<file path="config.mk">
export PLATFORM = sky130hd
export DESIGN_NAME = wb_commit
export DESIGN_NICKNAME = d
export VERILOG_FILES = /design/src/rtl/wb_commit.sv
export SDC_FILE = /design/constraint.sdc
export NUM_CORES = 1
export LEC_CHECK = 0
export BUFFER_PORTS_ARGS = -buffer_cell sky130_fd_sc_hd__buf_2
export CORE_ASPECT_RATIO = 0.5
export CORE_MARGIN = 1
export CORE_UTILIZATION = 41
export CTS_BUF_LIST = sky130_fd_sc_hd__clkbuf_4
export DETAILED_ROUTE_END_ITERATION = 7
export GPL_TIMING_DRIVEN = 0
export HOLD_SLACK_MARGIN = 0.08
export PLACE_DENSITY = 0.77
export SYNTH_ARGS = -nofsm -noshare
export SYNTH_HDL_FRONTEND = slang
export SYNTH_SLANG_ARGS = --single-unit
export TNS_END_PERCENT = 5
</file>
<file path="constraint.sdc">
create_clock -name clk -period 2.9 [get_ports clk]
set_input_delay 0.29 -clock clk [delete_from_list [all_inputs] [get_ports clk]]
set_output_delay 0.29 -clock clk [all_outputs]
set_load 0.005 [all_outputs]
</file>
<file path="src/rtl/wb_commit.sv">
// -----------------------------------------------------------------------------
// wb_commit -- write-back / commit stage.
//
// This stage takes the instruction held in the EX/WB buffer and turns it into
// a register-file write and, for a taken branch or jump, a one-cycle PC
// redirect pulse. It then squashes the next FLUSH_DEPTH younger instructions.
// Every output is registered, so each result appears one clock after its inputs.
//
// Parameters
//   FLUSH_DEPTH  number of squash cycles after a redirect (legal range 1..7)
//
// Optional feature (compile-time macro)
//   WB_RETIRE_COUNT_EN  when defined, out_retired counts live instructions and
//                       saturates at 0xFFFFFFFF. When undefined, out_retired is
//                       tied to 0 and no counter logic is built.
//
// Ports
//   clk, rst_n          clock; asynchronous active-low reset
//   in_valid            the EX/WB stage holds an instruction this cycle
//   in_ctrl_*           write-back control bits (regwrt, branch, btype, jump,
//                       memtoreg, neg, zero)
//   in_memdata          load data
//   in_aluresult        ALU result
//   in_rd               destination register (0..63, none is hardwired)
//   in_target           branch/jump target PC
//   out_rf_we/waddr/wdata  register-file write port
//   out_redirect        one-cycle PC redirect pulse
//   out_redirect_pc     redirect target; keeps its last value between pulses
//   out_flush           high while younger instructions are squashed
//   out_retired         retired-instruction count
//   dbg_state           FSM state (0 = RUN, 1 = SQUASH)
//   dbg_cnt             squash cycles remaining
//
// Handshake: there is no backpressure. An instruction is consumed in every
// cycle that in_valid is high. It is "live" only while the FSM is in RUN.
// Otherwise it is dropped with no write, no retire and no redirect.
// -----------------------------------------------------------------------------
module wb_commit #(
  parameter int FLUSH_DEPTH = 3
) (
  input  logic        clk,
  input  logic        rst_n,
  input  logic        in_valid,
  input  logic        in_ctrl_regwrt,
  input  logic        in_ctrl_branch,
  input  logic        in_ctrl_btype,
  input  logic        in_ctrl_jump,
  input  logic        in_ctrl_memtoreg,
  input  logic        in_ctrl_neg,
  input  logic        in_ctrl_zero,
  input  logic [31:0] in_memdata,
  input  logic [31:0] in_aluresult,
  input  logic [5:0]  in_rd,
  input  logic [31:0] in_target,
  output logic        out_rf_we,
  output logic [5:0]  out_rf_waddr,
  output logic [31:0] out_rf_wdata,
  output logic        out_redirect,
  output logic [31:0] out_redirect_pc,
  output logic        out_flush,
  output logic [31:0] out_retired,
  output logic        dbg_state,
  output logic [2:0]  dbg_cnt
);

  typedef enum logic {
    RUN    = 1'b0,
    SQUASH = 1'b1
  } state_t;

  state_t      state, state_nxt;
  logic [2:0]  cnt, cnt_nxt;
  logic        redirect_nxt;
  logic        flush_nxt;
  logic        live;
  logic        taken;
  logic [31:0] wdata_sel;

  assign live  = in_valid && (state == RUN);
  assign taken = in_ctrl_jump ||
                 (in_ctrl_branch && ((!in_ctrl_btype && in_ctrl_zero) ||
                                     ( in_ctrl_btype && in_ctrl_neg)));
  assign wdata_sel = in_ctrl_memtoreg ? in_memdata : in_aluresult;

  // Next-state logic. The redirect and the first flush cycle are produced in
  // the same output cycle. The last flush cycle is the one in which the
  // counter steps from 1 to 0. That makes out_flush high for FLUSH_DEPTH
  // cycles, and it also squashes FLUSH_DEPTH younger instructions.
  always_comb begin
    state_nxt    = state;
    cnt_nxt      = cnt;
    redirect_nxt = 1'b0;
    flush_nxt    = 1'b0;
    case (state)
      RUN: begin
        if (live && taken) begin
          state_nxt    = SQUASH;
          cnt_nxt      = 3'(FLUSH_DEPTH);
          redirect_nxt = 1'b1;
          flush_nxt    = 1'b1;
        end
      end
      SQUASH: begin
        // Taken branches seen here are ignored; the counter is never reloaded.
        cnt_nxt = cnt - 3'd1;
        if (cnt <= 3'd1) begin
          state_nxt = RUN;
          cnt_nxt   = 3'd0;
        end else begin
          flush_nxt = 1'b1;
        end
      end
      default: begin
        state_nxt = RUN;
        cnt_nxt   = 3'd0;
      end
    endcase
  end

  always_ff @(posedge clk or negedge rst_n) begin
    if (!rst_n) begin
      state <= RUN;
      cnt   <= 3'd0;
    end else begin
      state <= state_nxt;
      cnt   <= cnt_nxt;
    end
  end

  // Registered outputs. The write address and data hold their value when
  // there is no write, and the redirect PC holds its value between pulses.
  always_ff @(posedge clk or negedge rst_n) begin
    if (!rst_n) begin
      out_rf_we       <= 1'b0;
      out_rf_waddr    <= 6'd0;
      out_rf_wdata    <= 32'd0;
      out_redirect    <= 1'b0;
      out_redirect_pc <= 32'd0;
      out_flush       <= 1'b0;
    end else begin
      out_rf_we    <= live && in_ctrl_regwrt;
      out_redirect <= redirect_nxt;
      out_flush    <= flush_nxt;
      if (live && in_ctrl_regwrt) begin
        out_rf_waddr <= in_rd;
        out_rf_wdata <= wdata_sel;
      end
      if (redirect_nxt) begin
        out_redirect_pc <= in_target;
      end
    end
  end

`ifdef WB_RETIRE_COUNT_EN
  always_ff @(posedge clk or negedge rst_n) begin
    if (!rst_n) begin
      out_retired <= 32'd0;
    end else if (live && (out_retired != 32'hFFFF_FFFF)) begin
      out_retired <= out_retired + 32'd1;
    end
  end
`else
  assign out_retired = 32'd0;
`endif

  assign dbg_state = state;
  assign dbg_cnt   = cnt;

endmodule

</file>
==> results of run 1 <==
power breakdown:
group,internal (mW),total (mW),switching [mW]
registers,1.58,1.88,0.292
clock network,0.426,0.784,0.358
logic,1.04,1.82,0.775
cell usage after synthesis (all sizes together), types with 2 or more instances:
master,number,area share [%]
ha,2,0.70
a2111oi,2,0.49
nor3,2,0.28
o21ai,33,4.6
nand2,34,3.5
clkbuf,7,0.73
inv,5,0.52
buf,42,9.6
mux2i,32,8.9
mux2,39,15
nand2b,2,0.35
dfrtp,76,53
state kept, by name, indices dropped and copies added, names as in the netlist:
name	flops
out_redirect_pc	32
out_rf_wdata	32
out_rf_waddr	6
dbg_cnt	3
out_flush	1
out_redirect	1
out_rf_we	1
worst register-to-register path: cells and delay by family (launching register included):
kind | cells | cell delay (ns)
multiplexers | 1 | 0.30
buffers and inverters | 3 | 0.49
flip-flops | 1 | 0.38
AO/OA/AOI/OAI | 1 | 0.20
AND/OR/NAND/NOR | 1 | 0.19
per-layer routing:
layer  routed length [um]  GRT usage (%)
met2                 5180           39.2
met5                    0              0
met3                  424           5.63
met1                 3570           21.8
met4                  177           7.44
cells in the final DEF (no fill, tap or decap), drive strengths merged, types with 2 or more instances in the layout:
cell         count
nand2b           2
nor3             2
clkbuf          16
mux2            39
nand2           34
ha               2
buf            230
a2111oi          2
mux2i           32
bufinv           3
clkinv           3
dfrtp           76
o21ai           33
inv              5
dlygate4sd3     38
conb            32
area by class of cell:
cell class              count  area share (%)
repair buffers            226            25.1
well taps                 112            2.61
clock buffers               9            1.26
flip-flops and latches     76            35.4
clock inverters             6            1.93
multi-input cells         188            26.5
plain buffers              49            6.89
inverters                   5           0.349
logic make-up (layout without fill, tap and decap cells):
family / after synthesis / count (layout) / share of synthesized area, %
flip-flops: 76 / 76 / 52.9
multiplexers: 71 / 71 / 24.0
buffers and inverters: 54 / 295 / 10.8
AND/OR/NAND/NOR: 42 / 42 / 4.90
AO/OA/AOI/OAI: 41 / 41 / 6.57
adder cells (fa/ha/maj): 2 / 2 / 0.696
other: 1 / 32 / 0.104
repair_timing:
| action | 4_1_cts | 5_1_grt |
|---|---|---|
| endpoints found under the setup margin | 0 | 0 |
| hold buffers | 37 | 1 |
| endpoints found under the hold margin | 112 | 1 |
worst paths after layout:
path | startpoint | endpoint | slack [ns] | cells past startpoint
max | out_flush | out_redirect_pc[24] | 1.22 | 6
min | in_rd[5] | out_rf_waddr[5] | 0.11 | 2
max reg2reg | out_flush | out_redirect_pc[24] | 1.22 | 6
min reg2reg | out_rf_wdata[23] | out_rf_wdata[23] | 0.49 | 2
max in group asynchronous | rst_n | out_redirect_pc[3] | 2.08 | 3
min in group asynchronous | rst_n | dbg_cnt[1] | 0.25 | 2
metrics by stage:
step	instance area, sq um	instances
6_report	5370	671
3_3_place_gp	4790	617
3_5_place_dp	4820	618
2_1_floorplan	3710	318
4_1_cts	5360	670
5_1_grt	5370	671
==> key figures, run 1 <==
Run status
  – Status: finished, final reports clean

Global routing
  – Grt ovf: 0
  – Global-route usage over all layers: 20.3%
  – Largest net degree at the start of global routing: 65
  – Vias in the first global route: between 2000 and 3000
  – First-pass GRT wire length: approximately 14000 um
  – Initial antenna violation count: 0

Floorplanning
  – Die area: around 9000 sq um
  – Core ar.: 8260 sq um
  – Die X: around 130 um
  – Die height: slightly below 70 um
  – Initial Util: 43.6%
  – I/O pins: 221
  – Num rows: 23

Power and ir drop
  – Total power: around 4.5 mW
  – PwrDens: about 830 nW/um^2
  – Leakage power: between 2 and 3 nW
  – Max IR drop VDD: 443 uV

Synthesis
  – Syn Inst Count: between 200 and 300
  – Ys flop type: dfrtp_1
  – Register area share after synthesis: around 53%
  – Yosys warnings: 0
  – Count of cell types in the netlist: 27
  – Post-synth EDFFs: 0
  – Syn Area/Cell: about 13 sq um
  – Post-synth ARST share: 100%
  – Yosys reg bits: 76
  – Post-Syn Area: roughly 3600 sq um

Clocking
  – Clk slew on worst S/H paths: between 0.1 and 0.15 ns
  – CTS tree: done
  – CTS H-tree lvls: 3
  – Clk_lat worst skew: around 0.42 ns
  – Clock sinks: 76
  – Post-CTS sizing: 0
  – CTS Buffer Depth: 2
  – CTS Buf Count: 9
  – Root buffer cell: clkbuf_4
  – Post-CTS Setup Bufs: 0

Place
  – DP Worst Slack: between 1 and 1.5 ns
  – Placer congestion estimate: 0.733
  – Post-DP HPWL: 6780 um
  – # port buffers: 187

Routing
  – Remaining DRCs: 0
  – Detail Route Antenna Nets: 0
  – Via count: approximately 3000
  – Routed vias/inst: 4.41
  – DR iter-0 viols: 97
  – Final wirelength: just over 9000 um
  – WL/cell: 13.9 um
  – Drt pass-1 iters: 4

Worst hold path
  – Hold WC Path Type: input port to flop

Final layout
  – Share of layout cells above drive strength 1: just over 50%
  – Sequential Area: roughly 1900 sq um
  – Footprint of the multi-input gates: between 1000 and 1500 sq um
  – Ant diodes: 0
  – Core Util, Final: between 60% and 70%
  – Layout Nets: approximately 670
  – Fillers: 654
  – Area grow syn2layout: 49.3%

Timing
  – Fin. max-slew vios: 0
  – Worst hold slack: about 0.11 ns
  – Period utilization: 58.0%
  – Post-layout minimum cycle time: roughly 1.7 ns
  – Setup TNS Final: 0 ns
  – Max Clk Rate: 0.595 GHz
  – Unrepaired setup endpoints after global routing: false
  – Final Skew: 0.00947 ns
  – Setup Viol. Count Final: 0
  – Final WS setup: 1.22 ns
  – Final Hold Fails: 0

Worst setup path
  – CP bufs+invs: 3
  – Setup crit start kind: flop
  – Family with the most delay on the worst path: buffers and inverters
  – Crit path required time: around 3.2 ns
  – CP Class: flop to flop
  – Arrival time of the worst setup path: just under 2 ns
  – Max incr delay on CP: roughly 0.38 ns
  – CP max-delay cell: dfrtp_1
  – Worst path cell trace: buf_2, and3b_1, a41o_1, buf_6, buf_12, mux2_4
  – Worst Path Max Fanout: 10
  – Crit path capture type: flop

Run
  – Max Cap Violations: 0
(Power assumes the default switching activity.)
==> run 2, diff against run 1 <==
--- a/config.mk
+++ b/config.mk
@@ -5,6 +5,7 @@
 export SDC_FILE = /design/constraint.sdc
 export NUM_CORES = 1
 export LEC_CHECK = 0
+export ABC_AREA = 1
 export BUFFER_PORTS_ARGS = -buffer_cell sky130_fd_sc_hd__buf_2
 export CORE_ASPECT_RATIO = 0.5
 export CORE_MARGIN = 1
==> constraint.sdc (replaced) <==
create_clock -name clk -period 1.65 [get_ports clk]
set_input_delay 0.165 -clock clk [delete_from_list [all_inputs] [get_ports clk]]
set_output_delay 0.165 -clock clk [all_outputs]
set_load 0.005 [all_outputs]
==> run 2 against run 1 <==
Synthesized cell count is 55% higher. Non-clock buffer count up 68. Largest power group unchanged. Highest routed layer unchanged. Clock power rose by 39%. Count of clock-buffer cells in the layout rose by 1. Final cell count up 33%. Critical path depth shrank 1. Routed wire length is 19% higher. Sequential share of layout area is 3.6 points lower.
==> key figures, run 2 <==
Global routing
  – Grt ovf: 0
  – First-pass GRT wire length: around 16000 um
  – Global-route usage over all layers: between 20% and 30%
  – Initial antenna violation count: 0
  – Largest net degree at the start of global routing: between 60 and 70
  – Vias in the first global route: 3628

Worst setup path
  – Crit path required time: ~2 ns
  – Crit path capture type: flop
  – CP Class: input port to flop
  – Worst Path Max Fanout: 1
  – R2R depth: 6
  – Worst reg2reg path startpoint: out_flush
  – Setup crit start kind: input port
  – R2r setup slk: ~0.36 ns
  – Reg2reg end: out_redirect_pc[17]
  – Arrival time of the worst setup path: 1.71 ns

Clocking
  – CTS Buf Count: 9
  – Clk_lat worst skew: approximately 0.42 ns
  – CTS tree: done
  – CTS Buffer Depth: 2
  – Clock sinks: 76
  – CTS H-tree lvls: 3
  – Clk slew on worst S/H paths: between 0.1 and 0.15 ns
  – Post-CTS Setup Bufs: 0
  – Root buffer cell: clkbuf_4
  – Post-CTS sizing: 0

Synthesis
  – Count leader, synth: nand2_1
  – Synth top cells by count: nand2_1 (193), dfrtp_1 (76), inv_1 (42)
  – Post-synth EDFFs: 0
  – Ys flop type: dfrtp_1
  – Synth area leaders: dfrtp_1 (53%), nand2_1 (20%), buf_4 (8.1%)
  – Share of the synthesized area in the top cell type: 52.6%
  – Yosys reg bits: 76
  – Post-synth ARST share: 100%
  – Yosys warnings: 0
  – Post-Syn Area: ~3600 sq um
  – Post-synth top area cell: dfrtp_1
  – Count of cell types in the netlist: 18
  – Register area share after synthesis: 52.6%
  – Syn Area/Cell: slightly above 8 sq um
  – Syn Inst Count: 444

Routing
  – Remaining DRCs: 0
  – Drt pass-1 iters: 4
  – WL/cell: 12.5 um
  – Via count: just under 4000
  – Routed vias/inst: roughly 4.4
  – Final wirelength: between 10000 and 15000 um
  – Detail Route Antenna Nets: 0
  – DR iter-0 viols: 196

Place
  – Placer congestion estimate: a little under 0.7
  – # port buffers: between 150 and 200
  – Post-DP HPWL: approximately 6900 um
  – Placed Instances: a little under 800

Final layout
  – Largest regs: out_redirect_pc: 32 flops, out_rf_wdata: 32 flops, out_rf_waddr: 6 flops
  – Ant diodes: 0
  – Most common cell after layout, fill and taps aside: nand2_1
  – Most frequent cells in the layout: nand2_1 (193), buf_2 (190), dlygate4sd3_1 (101), dfrtp_1 (76), inv_1 (42)
  – Area grow syn2layout: 65.4%
  – Layout Nets: roughly 890
  – Share of layout cells above drive strength 1: between 30 and 40%
  – Fin cells: 892

Worst hold path
  – Hold WC Path Type: input port to asynchronous set/reset pin

Power and ir drop
  – Leakage power: 3.50 nW
  – PwrDens: ~1200 nW/um^2
  – Total power: around 7.4 mW
  – Max IR drop VDD: between 500 and 600 uV

Floorplanning
  – Die area: 9220 sq um
  – Num rows: 23
  – Initial Util: between 40 and 50%
  – Die X: about 130 um
  – Core ar.: 8260 sq um
  – Die height: 68.4 um
  – I/O pins: approximately 220

Timing
  – Fin. max-slew vios: 0
  – Setup Viol. Count Final: 0
  – Period utilization: between 80% and 90%
  – Final Skew: between 0.007 and 0.008 ns
  – Max Clk Rate: between 0.7 and 0.8 GHz
  – Post-layout minimum cycle time: around 1.4 ns
  – Worst hold slack: 0.136 ns
  – Setup TNS Final: 0 ns
  – Final Hold Fails: 0
  – Unrepaired setup endpoints after global routing: false

Run status
  – Status: finished, final reports clean

Run
  – Max Cap Violations: 0
-- run 2: cell count changes in the layout (fill, tap and decap cells not counted), moves of 3 or more --
cell,change
dlygate4sd3_1,+63
buf_12,-3
mux2_4,-28
buf_4,+6
buf_6,+7
nand2_1,+159
mux2i_1,-32
mux2_2,-11
clkbuf_1,-4
nand3_1,+5
o21ai_1,+32
inv_1,+37
-- run 2: layer usage --
metal	track usage [%]	vias up	share of wire, %
met2	42.8	159	50
li1	-	1953	-
met3	6.22	39	6.1
met1	25.7	1779	40
met5	0	-	0
met4	13.5	0	3.4
-- run 2: worst max path at each step --
| stage | endpoint | start | depth (start not counted) |
|---|---|---|---|
| 2_1_floorplan | out_redirect_pc[10] | out_flush | 6 |
| 3_3_place_gp | out_rf_wdata[20] | rst_n | 1 |
| 3_5_place_dp | out_rf_wdata[24] | out_flush | 5 |
| 4_1_cts | out_flush | out_flush | 2 |
| 5_1_grt | out_flush | out_flush | 2 |
| 6_report | out_rf_wdata[2] | in_aluresult[2] | 5 |
-- run 2: timing repair --
action | 4_1_cts | 5_1_grt
endpoints found under the setup margin | 0 | 0
hold endpoints to repair | 146 | 0
hold buffers | 101 | 0
-- run 2: power breakdown --
part           internal [mW]  leakage (nW)  switching [mW]
Clock                  0.464        0.0712           0.626
Combinational           1.56          2.49            1.52
Sequential              2.76         0.938           0.506
-- run 2: metrics by stage --
step | setup WS (ns) | utilization, % | cell area, sq um
finish | 0.271 | 72.4 | 5980
floorplan | 0.501 | - | 3730
CTS | 0.244 | 72.4 | 5980
global route | 0.217 | 72.4 | 5980
detailed placement | 0.368 | 58.6 | 4840
global placement | -0.0696 | 58.2 | 4810
-- run 2: cell type report --
cell class                 instances  area, sq um
multi-input combinational        302         1250
sequential                        76         1900
clock buffer                      10         75.1
tap                              112          140
inverter                          43          161
clock inverter                     6         55.1
timing repair buffer             289         1980
buffer                            54          414
fill                             617         2280
-- run 2: kinds of logic after synthesis --
family / share of synthesized area (%)
flip-flops: 52.6
AO/OA/AOI/OAI: 9.07
other: 0.104
adder cells (fa/ha/maj): 0.692
XOR/XNOR: 0.242
AND/OR/NAND/NOR: 21.4
buffers and inverters: 15.9
-- run 2: worst max-delay path, stage by stage --
cell           delay, ns
dlygate4sd3_1       0.55
buf_2               0.14
o21ai_0             0.21
dlygate4sd3_1       0.59
o21ai_1             0.06
==> run 3, diff against run 2 <==
--- a/config.mk
+++ b/config.mk
@@ -9,12 +9,12 @@
 export BUFFER_PORTS_ARGS = -buffer_cell sky130_fd_sc_hd__buf_2
 export CORE_ASPECT_RATIO = 0.5
 export CORE_MARGIN = 1
-export CORE_UTILIZATION = 41
+export CORE_UTILIZATION = 40
 export CTS_BUF_LIST = sky130_fd_sc_hd__clkbuf_4
 export DETAILED_ROUTE_END_ITERATION = 7
 export GPL_TIMING_DRIVEN = 0
 export HOLD_SLACK_MARGIN = 0.08
-export PLACE_DENSITY = 0.77
+export PLACE_DENSITY = 0.78
 export SYNTH_ARGS = -nofsm -noshare
 export SYNTH_HDL_FRONTEND = slang
 export SYNTH_SLANG_ARGS = --single-unit
==> constraint.sdc (replaced) <==
create_clock -name clk -period 1.18 [get_ports clk]
set_input_delay 0.118 -clock clk [delete_from_list [all_inputs] [get_ports clk]]
set_output_delay 0.118 -clock clk [all_outputs]
set_load 0.005 [all_outputs]
==> run 3 against run 2 <==
The flow now finishes with violations (negative setup slack). Sequential power up 41%. Count of clock-buffer cells in the layout unchanged. Non-clock buffer count is 7 higher. Via count increased by 3.6%. Setup slack worse by 0.32 ns. Sequential cell count did not move. Global-route usage up 1.8 points. Die area is 2.4% higher.
==> key figures, run 3 (synthesis results as in run 2) <==
Routing
  – DR iter-0 viols: roughly 150
  – WL/cell: between 10 and 15 um
  – Final wirelength: between 10000 and 15000 um
  – Routed vias/inst: around 4.5
  – Detail Route Antenna Nets: 0
  – Remaining DRCs: 0
  – Drt pass-1 iters: 7
  – Via count: between 4000 and 5000

Worst hold path
  – Hold WC Path Type: input port to flop

Timing
  – Final Skew: approximately 0.0079 ns
  – Setup Viol. Count Final: 19
  – Relative slew slack: between 60 and 70%
  – Unrepaired setup endpoints after global routing: true
  – Max Clk Rate: about 0.82 GHz
  – Setup TNS Final: -0.153 ns
  – Final WS setup: -0.0470 ns
  – Period utilization: 104%
  – Worst-Margin Slew: 0.582 ns
  – Post-layout minimum cycle time: 1.23 ns
  – Worst hold slack: roughly 0.14 ns
  – Fin. max-slew vios: 0
  – Final Hold Fails: 0

Place
  – Placer congestion estimate: ~0.82
  – Post-DP HPWL: 6850 um
  – DP Worst Slack: -0.115 ns
  – # port buffers: 187

Run
  – Max Cap Violations: 0

Global routing
  – First-pass GRT wire length: between 15000 and 20000 um
  – Largest net degree at the start of global routing: between 60 and 70
  – Initial antenna violation count: 0
  – Grt ovf: 0
  – Vias in the first global route: a little over 4000
  – Global-route usage over all layers: between 20% and 30%

Run status
  – Failing checks: negative setup slack
  – Status: finished, violations left

Final layout
  – Most common cell after layout, fill and taps aside: buf_2
  – Fillers: roughly 620
  – Most frequent cells in the layout: buf_2 (189), nand2_1 (179), dlygate4sd3_1 (102), dfrtp_1 (75), inv_1 (41)
  – Area grow syn2layout: 72.1%
  – Largest regs: out_redirect_pc: 32 flops, out_rf_wdata: 32 flops, out_rf_waddr: 6 flops
  – Share of layout cells above drive strength 1: roughly 36%
  – Layout Nets: between 800 and 900
  – Ant diodes: 0

Worst setup path
  – CP dominant cell by count: buf_6
  – Arrival time of the worst setup path: between 1 and 1.5 ns
  – CP Class: flop to output port
  – CP max-delay cell: dfrtp_2
  – Family with the most delay on the worst path: flip-flops
  – Crit path required time: 1.06 ns
  – CP bufs+invs: 2
  – Max incr delay on CP: approximately 0.47 ns
  – Worst path cell trace: buf_6, buf_6
  – Worst Path Max Fanout: 4
  – Setup crit start kind: flop
  – Crit path capture type: output port

Floorplanning
  – Die height: between 60 and 70 um
  – Die area: approximately 9400 sq um
  – I/O pins: about 220
  – Initial Util: around two fifths
  – Core ar.: approximately 8700 sq um
  – Num rows: 24
  – Die X: roughly 140 um

Clocking
  – CTS H-tree lvls: 3
  – Clk_lat worst skew: around 0.42 ns
  – Clk slew on worst S/H paths: approximately 0.12 ns
  – Root buffer cell: clkbuf_4
  – CTS Buffer Depth: 2
  – Clock sinks: 76
  – CTS Buf Count: 9
  – CTS tree: done

Power and ir drop
  – Total power: roughly 11 mW
  – Max IR drop VDD: between 800 and 900 uV
  – PwrDens: roughly 1800 nW/um^2
  – Leakage power: roughly 3.6 nW
-- run 3: worst paths after layout --
check | slack [ns] | depth (start not counted) | startpoint | to
min in group asynchronous | 0.23 | 3 | rst_n | dbg_cnt[1]
setup / recovery | -0.05 | 2 | out_flush | out_flush
setup reg to reg | -0.02 | 6 | out_flush | out_redirect_pc[15]
hold reg to reg | 0.48 | 2 | out_redirect_pc[30] | out_redirect_pc[30]
hold / removal | 0.14 | 4 | in_ctrl_memtoreg | out_rf_wdata[11]
max in group asynchronous | 0.38 | 3 | rst_n | out_redirect_pc[20]
-- run 3: metrics by stage --
stage                     cells  area (sq um)  utilization [%]
final                       904          6220             71.2
after detailed placement    780          4840             55.4
after global routing        904          6220             71.2
after global placement      779          4810             55.1
after floorplan             475          3730                -
after CTS                   901          6090             69.7
-- run 3: final cells by class --
class                      instances  area (sq um)  area share (%)
buffer                            54           440            7.08
clock buffer                      10          75.1            1.21
clock inverter                     6           103            1.65
inverter                          43           164            2.64
multi-input combinational        302          1320            21.2
sequential                        76          1900            30.6
tap                              117           146            2.35
timing repair buffer             296          2070            33.3
-- run 3: worst min-delay path: cells and delay by family --
family          cells  cell delay, ns
compound gates      2            0.13
buf+inv             1            0.20
simple gates        1            0.08
-- run 3: power breakdown --
group / internal [mW] / switching, mW / total, mW / leakage, nW
logic: 2.35 / 2.25 / 4.60 / 2.57
registers: 3.86 / 0.746 / 4.61 / 0.937
clock network: 1.08 / 0.866 / 1.95 / 0.0955
-- run 3: what timing repair did --
item | in CTS | in global routing
hold buffers | 104 | 0
setup endpoints to repair | 72 | 88
resized for setup | 5 | 31
hold endpoints to repair | 146 | 0
pin swaps | 1 | 10
buffers inserted | 1 | 1
cloned | 0 | 2
-- run 3: routing by layer --
layer	wire, um	track usage, %	vias to the layer above
li1	-	-	1963
met1	4380	25.4	1843
met2	6060	46.0	208
met3	773	8.04	56
met4	554	14.4	0
met5	0	0	-
